[src/rtl/ram_access_ctrl.sv]
// Requester-side controller for the dual-port RAM: one load/store in flight,
// absorbs the RAM's one-cycle read latency and turns byte-masked stores into RMW.
module ram_access_ctrl #(
  parameter int DW = 32,
  parameter int AW = 12
) (
  input  logic            clk,
  input  logic            rst,
  input  logic            req_valid_i,
  output logic            req_ready_o,
  input  logic            req_we_i,
  input  logic [AW-1:0]   req_addr_i,
  input  logic [DW-1:0]   req_wdata_i,
  input  logic [DW/8-1:0] req_be_i,
  output logic            rsp_valid_o,
  input  logic            rsp_ready_i,
  output logic [DW-1:0]   rsp_rdata_o,
  output logic            ram_wen_o,
  output logic [AW-1:0]   ram_waddr_o,
  output logic [DW-1:0]   ram_wdata_o,
  output logic            ram_ren_o,
  output logic [AW-1:0]   ram_raddr_o,
  input  logic [DW-1:0]   ram_rdata_i
);
  localparam int BW = DW / 8;

  localparam logic [1:0] IDLE = 2'd0;
  localparam logic [1:0] RD   = 2'd1;
  localparam logic [1:0] CAP  = 2'd2;
  localparam logic [1:0] RSP  = 2'd3;

  logic [1:0]    state;
  logic          we_q;
  logic [AW-1:0] addr_q;
  logic [DW-1:0] wdata_q;
  logic [BW-1:0] be_q;
  logic [DW-1:0] merged;

  // RAM has no byte enables: splice store bytes over the word just read.
  for (genvar i = 0; i < BW; i++) begin : g_merge
    assign merged[8*i +: 8] = be_q[i] ? wdata_q[8*i +: 8] : ram_rdata_i[8*i +: 8];
  end

  assign req_ready_o = (state == IDLE) & rst;
  assign rsp_valid_o = (state == RSP);

  always_ff @(posedge clk) begin
    if (!rst) begin
      state       <= IDLE;
      we_q        <= 1'b0;
      addr_q      <= '0;
      wdata_q     <= '0;
      be_q        <= '0;
      rsp_rdata_o <= '0;
      ram_wen_o   <= 1'b0;
      ram_waddr_o <= '0;
      ram_wdata_o <= '0;
      ram_ren_o   <= 1'b0;
      ram_raddr_o <= '0;
    end else begin
      ram_wen_o <= 1'b0;
      ram_ren_o <= 1'b0;
      case (state)
        IDLE: if (req_valid_i) begin
          we_q    <= req_we_i;
          addr_q  <= req_addr_i;
          wdata_q <= req_wdata_i;
          be_q    <= req_be_i;
          if (req_we_i && req_be_i == '1) begin
            ram_wen_o   <= 1'b1;
            ram_waddr_o <= req_addr_i;
            ram_wdata_o <= req_wdata_i;
            rsp_rdata_o <= '0;
            state       <= RSP;
          end else if (req_we_i && req_be_i == '0) begin
            rsp_rdata_o <= '0;
            state       <= RSP;
          end else begin
            ram_ren_o   <= 1'b1;
            ram_raddr_o <= req_addr_i;
            state       <= RD;
          end
        end
        RD: state <= CAP;
        CAP: begin
          if (we_q) begin
            ram_wen_o   <= 1'b1;
            ram_waddr_o <= addr_q;
            ram_wdata_o <= merged;
            rsp_rdata_o <= '0;
          end else begin
            rsp_rdata_o <= ram_rdata_i;
          end
          state <= RSP;
        end
        RSP: if (rsp_ready_i) state <= IDLE;
        default: state <= IDLE;
      endcase
    end
  end
endmodule

[config.mk]
export PLATFORM = sky130hd
export DESIGN_NAME = ram_access_ctrl
export DESIGN_NICKNAME = d
export VERILOG_FILES = /design/src/rtl/ram_access_ctrl.sv
export SDC_FILE = /design/constraint.sdc
export NUM_CORES = 1
export LEC_CHECK = 0
export CAP_MARGIN = 15
export CORE_MARGIN = 3
export CORE_UTILIZATION = 35
export CTS_CLUSTER_DIAMETER = 120
export DETAILED_ROUTE_END_ITERATION = 12
export GPL_TIMING_DRIVEN = 0
export SLEW_MARGIN = 40
export SYNTH_ARGS = -nofsm -noshare
export SYNTH_HDL_FRONTEND = slang
export SYNTH_SLANG_ARGS = --single-unit
[constraint.sdc]
create_clock -name clk -period 2.4 [get_ports clk]
set_input_delay 0.36 -clock clk [delete_from_list [all_inputs] [get_ports clk]]
set_output_delay 0.36 -clock clk [all_outputs]
set_load 0.03 [all_outputs]
Word-level counts from Yosys, hierarchy flattened
Index checks and enable logic that the tools add are counted.
Widths: inputs -> output; s select.

storage, ports and cells
  register bits = 141
  output and inout bits = 92
  logic and storage cells = 64

cells by class
  equality and inequality tests = 9
  muxes and demuxes = 27
  bitwise gates (word level) = 6
  reductions and logical operators = 11

operator list
  operator            number
  $mux 32             7
  $pmux 32 s2         2
  $mux 12             3
  $mux 8              4
  $pmux 12 s2         1
  $mux 2              4
  $pmux 2 s4          1
  $reduce_and 4->1    2
  $not 1->1           5
  $eq 2x2->1 const B  2
  $eq 4x4->1 const B  1
  $logic_not 4->1     1
  $mux 1              4
  $ne 2x1->1 const B  2
  $ne 2x2->1 const B  2
  $reduce_and 2->1    2
  $reduce_or 4->1     1
  $ne 3x1->1 const B  1
  $reduce_and 3->1    1
  $eq 2x1->1 const B  1
  $logic_and 1x1->1   2
  $logic_not 2->1     1
  $pmux 1 s2          1
  $reduce_bool 2->1   1
  $and 1x1->1         1

Longest topological paths before layout
  depth in word-level cells = 6
  depth in mapped cells = 9
  depth with buffers taken out = 6

Worst setup path before layout
No wires, ideal clock.

  path type = input to output
  start point = input port rst
  end point = output port req_ready_o
  data arrival time = 1,396 ps
  required time = 2,040 ps
  setup slack = 644 ps
  cell stages on the path = 4
  buffers on the path = 3
  cell sequence = buf_2 -> clkbuf_1 -> clkbuf_1 -> and2_1

between the ends
  longest elaborated chain between the ends = 1

RTL lines
  item                RTL line  text
  start: declaration  8         input logic rst,
  $and 1x1->1         44        assign req_ready_o = (state == IDLE) & rst;
  end: declaration    10        output logic req_ready_o,

No other way between the ends.

Worst setup path in the final report
  start point = register state[0]
  end point = register ram_wdata_o[21]

between the ends
  longest elaborated chain between the ends = 3
  elaborated cells on any way between the ends = 8
  classes of those cells = 4 x eq/ne; 1 x mux; 3 x reduce/logical

RTL lines
  item                                                  RTL line  text
  start: declaration                                    32        logic [1:0] state;
  start signal: assignment                              49        state <= IDLE;
  start signal: assignment                              74        state <= RSP;
  start signal: assignment                              77        state <= RSP;
  $eq 2x2->1 / $logic_not 2->1 (equally long branches)  63        case (state)
  $ne 2x2->1 (no line), or another cell as far along    --
  $reduce_and 4->1 (no line)                            --
  end signal: assignment                                72        ram_wdata_o <= req_wdata_i;
  end signal: assignment                                89        ram_wdata_o <= merged;
  end: declaration                                      20        output logic [DW-1:0] ram_wdata_o,

Parallel ways exist; a longest one is shown, timed or not.
A chain may end at the register's enable or synchronous reset.

==> metrics list <==
- Outcome: complete, no violations
- Number of max-slew violations in the final report: 0
* Number of placed I/O pins: approximately 180
- Top cells by area in the synthesized netlist: sky130_fd_sc_hd__dfxtp_1 47%, sky130_fd_sc_hd__nand2_1 9.9%, sky130_fd_sc_hd__mux2i_1 9.3%
* Top Metal Used: met5
- Number of nets in the synthesized netlist: slightly below 800
- For this run, design rule violations remaining after detail routing come to 0.
- STA classifies the critical path startpoint as a flop.
- Hold repair after CTS inserted 0 buffers.
- For this run, the detailed router's first-pass iteration total came to 4.
* Max FO, Critical Path: 10
* Drt wl/cell: approximately 18 um
- Total via count in the routed design: approximately 5,700
- The Yosys step of the flow raised 0 warnings.
- Yosys mapped the design onto 33 distinct sky130hd cell types.
- Timing would allow up to ~480 MHz.
- Number of enable flip-flop cells after synthesis: 0
- Detailed-route vias per instance: between 5 and 6
* Power density over the cells: around 1200 mW/mm^2
- The average instance in the mapped netlist occupies between 8 and 9 sq um.
- The startpoint identified for the worst hold timing path is ram_wdata_o[23].
* Most frequent cell on the critical path: sky130_fd_sc_hd__buf_2
- Area used by sequential logic in the layout: around 0.0028 sq mm
* Core box area: approximately 0.017 sq mm
- Counting both buffers and inverters, the worst setup path holds a total of 4.
- Highest ir drop seen on vdd: roughly 0.73 mV
- Number of max-cap violations: 0
- After clock tree synthesis, the clock-pin slew on the worst setup and hold paths is around 0.06 ns.
- Actual slew at the worst max-slew pin: ~0.68 ns
- TritonCTS built the clock tree.
- STA classifies the critical path endpoint as a flop.
- The smallest clock period supported by the final layout is computed as approximately 2.1 ns.
- Clock tree root buffer cell: sky130_fd_sc_hd__clkbuf_16
* Cell Area, Placed: 0.00805 sq mm
- The floorplan step defined a die boundary enclosing about 0.019 sq mm.
- After global routing the overflow that remains totals 0.
- For this run, the total global-route usage over all layers was measured as 20.6%.
- Leading cell type in the layout, fill and taps excluded: sky130_fd_sc_hd__clkdlybuf4s50_1
* Effective utilization at floorplan: between 30% and 40%
* Number of clock sinks: approximately 140
- Summed over all instances, the cell type with the most area after synthesis is sky130_fd_sc_hd__dfxtp_1.
* Library cell contributing the largest single delay on the critical path: sky130_fd_sc_hd__dfxtp_1
* Fill cells: approximately 1,600
* Number of antenna violations at the first check in global routing: 1
- Number of DRC markers in iteration 0: 265
- On the final layout, the worst clock skew is 0.00804 ns.
* GPL Wtd Cong: approximately 0.83
* Final setup slack of the worst path: 0.304 ns
* Met1 Routed Length: slightly below 9 mm
- The number of hold violations in the final report was 0.
- Prior to clock tree synthesis, the placed netlist has a worst setup slack of -0.893 ns.
- The routed design uses 1.18 mm of met3 wire.
* Proportion of layout cells with a drive suffix above 1: between 6 and 7%
- Width of the die: 137 um
* Combined area of the multi-input logic cells: approximately 0.0029 sq mm
- The number of global-route vias before repair was 5,584.
* Number of inserted diodes: 0
* Count of buffers from port buffering: between 150 and 200
- Buffers inserted during clock tree synthesis total 17.
- The floorplan step set the die height to 137 um.
* Netlist area before placement: approximately 0.0060 sq mm
- Among all flip-flop cells after synthesis, the most frequent one is sky130_fd_sc_hd__dfxtp_1.
* Core Rows: between 40 and 50
* Hold/Removal Path Class: reg -> reg
- Synth top area share: 47.0%
- Amount of wire on met2 after detailed routing: approximately 9.5 mm
- With fillers left out, the area of the finished cells amounts to 0.00873 sq mm.
* Series of cell instances along the critical path: inv_1 > ha_1 > buf_2 > nor2b_1 > nor2_4 > and2_1 > buf_4 > buf_2 > o21ai_0
- Fraction of registers with async set or reset after synthesis: 0%
- The routed design has slightly below 20 mm of wire.
* Leakage power summed over all cells: between 3 and 4 nW
- The completed layout was analyzed and its total power is between 10 and 15 mW.
- Critical Path AT: 2.40 ns
- Synth-to-layout area growth: 45.3%
- In this run, post-CTS repair resized a total of 2 instances.
- In this run the remaining antenna-violating nets after routing total 0.
- Dpl hpwl: approximately 15 mm
- Final worst path period share: 87.3%
* Largest net degree at the start of global routing: 29
- The first global-routing pass estimated roughly 30 mm of wire.
* Final net count: a little under 1,000
- Number of H-tree branching levels: 4
* Crit path required time: between 2 and 3 ns
* Insertion delay to the later sink of the worst-skew pair: about 0.43 ns
- Setup Viol. Count Final: 0
* Leading cell types in the layout, fill and taps excluded: 175 x sky130_fd_sc_hd__clkdlybuf4s50_1, 159 x sky130_fd_sc_hd__nand2_1, 141 x sky130_fd_sc_hd__dfxtp_1
* Total of flip-flops plus latches after synthesis: around 140
- Sequential cells were found to cover 47.0% of the synthesized design area.
* Clock Path Buffers: 2
* RSZ-0062 raised after global routing: false
- Grouping stages by cell kind, the critical path spends the most delay in buffers and inverters.
- Counting every instance in the synthesized netlist gives around 690.
- For this run, the slowest stage of the critical path takes between 0.3 and 0.4 ns.
* Critical path startpoint: state[0]
* Reg2Reg Launch Point: state[0]
- Post-CTS Setup Inserts: 0
* Worst relative slew slack: between 50 and 60%
- The worst setup path is of the reg -> reg kind.
-- state kept, by name, summed over array words and instances (netlist names), 2 cells and up --
| name | count |
|---|---|
| be_q | 4 |
| addr_q | 12 |
| rsp_rdata_o | 32 |
| ram_wdata_o | 32 |
| ram_waddr_o | 12 |
| ram_raddr_o | 12 |
| state | 2 |
| wdata_q | 32 |
-- logic make-up after synthesis --
family | share of synthesized area [%]
adder cells (fa/ha/maj) | 0.833
AND/OR/NAND/NOR | 18.0
multiplexers | 9.33
flip-flops | 47.0
buffers and inverters | 5.20
AO/OA/AOI/OAI | 19.7
-- report_power, final --
| part | switching [mW] | total, mW | internal, mW |
|---|---|---|---|
| sequential | 0.307 | 3.21 | 2.90 |
| clock | 1.05 | 3.03 | 1.98 |
| combinational | 2.63 | 4.21 | 1.58 |
| total | 3.98 | 10.4 | 6.47 |
-- Yosys cell counts, types with 12 or more instances --
library cell	count
sky130_fd_sc_hd__nand2_1	159
sky130_fd_sc_hd__nand4_1	34
sky130_fd_sc_hd__buf_2	13
sky130_fd_sc_hd__nor2_1	35
sky130_fd_sc_hd__dfxtp_1	141
sky130_fd_sc_hd__mux2i_1	56
sky130_fd_sc_hd__a21boi_0	50
sky130_fd_sc_hd__a21oi_1	32
sky130_fd_sc_hd__nand3_1	12
sky130_fd_sc_hd__o211a_1	13
sky130_fd_sc_hd__a22o_1	32
sky130_fd_sc_hd__o21ai_0	31
sky130_fd_sc_hd__clkbuf_1	40
-- worst paths after layout --
kind                endpoint  slack, ns  cells past startpoint
min          ram_wdata_o[23]       0.45                      2
min reg2reg  ram_wdata_o[23]       0.45                      2
max reg2reg  ram_wdata_o[21]       0.30                      9
max          ram_wdata_o[21]       0.30                      9
-- layer usage --
metal / track usage, % / vias to the layer above
li1: - / 2782
met1: 26.3 / 2684
met2: 34.6 / 172
met3: 5.00 / 20
met4: 6.15 / 2
met5: 0 / -
-- final cells by class --
type / instances / share of cell area (%)
plain buffers: 61 / 3.35
clock buffers: 19 / 5.07
clock inverters: 13 / 2.72
inverters: 5 / 0.215
multi-input cells: 478 / 33.0
flip-flops and latches: 141 / 32.3
well taps: 220 / 3.15
repair buffers: 176 / 20.2
-- worst min-delay path, cell delays in order, from the launching register on --
cell and delay, ns:
sky130_fd_sc_hd__dfxtp_1 0.31, sky130_fd_sc_hd__nand2_1 0.05, sky130_fd_sc_hd__o21ai_1 0.05
-- per-stage QoR --
step	hold slack (ns)	setup TNS, ns	std cells	util, %
after floorplan	0.443	0	687	-
after global placement	0.438	-1.72	1083	48.2
after detailed placement	0.442	-3.34	1083	48.2
after CTS	0.452	0	1113	52.2
after global routing	0.469	0	1113	52.3
final	0.452	0	1113	52.3
(Power assumes the default switching activity.)
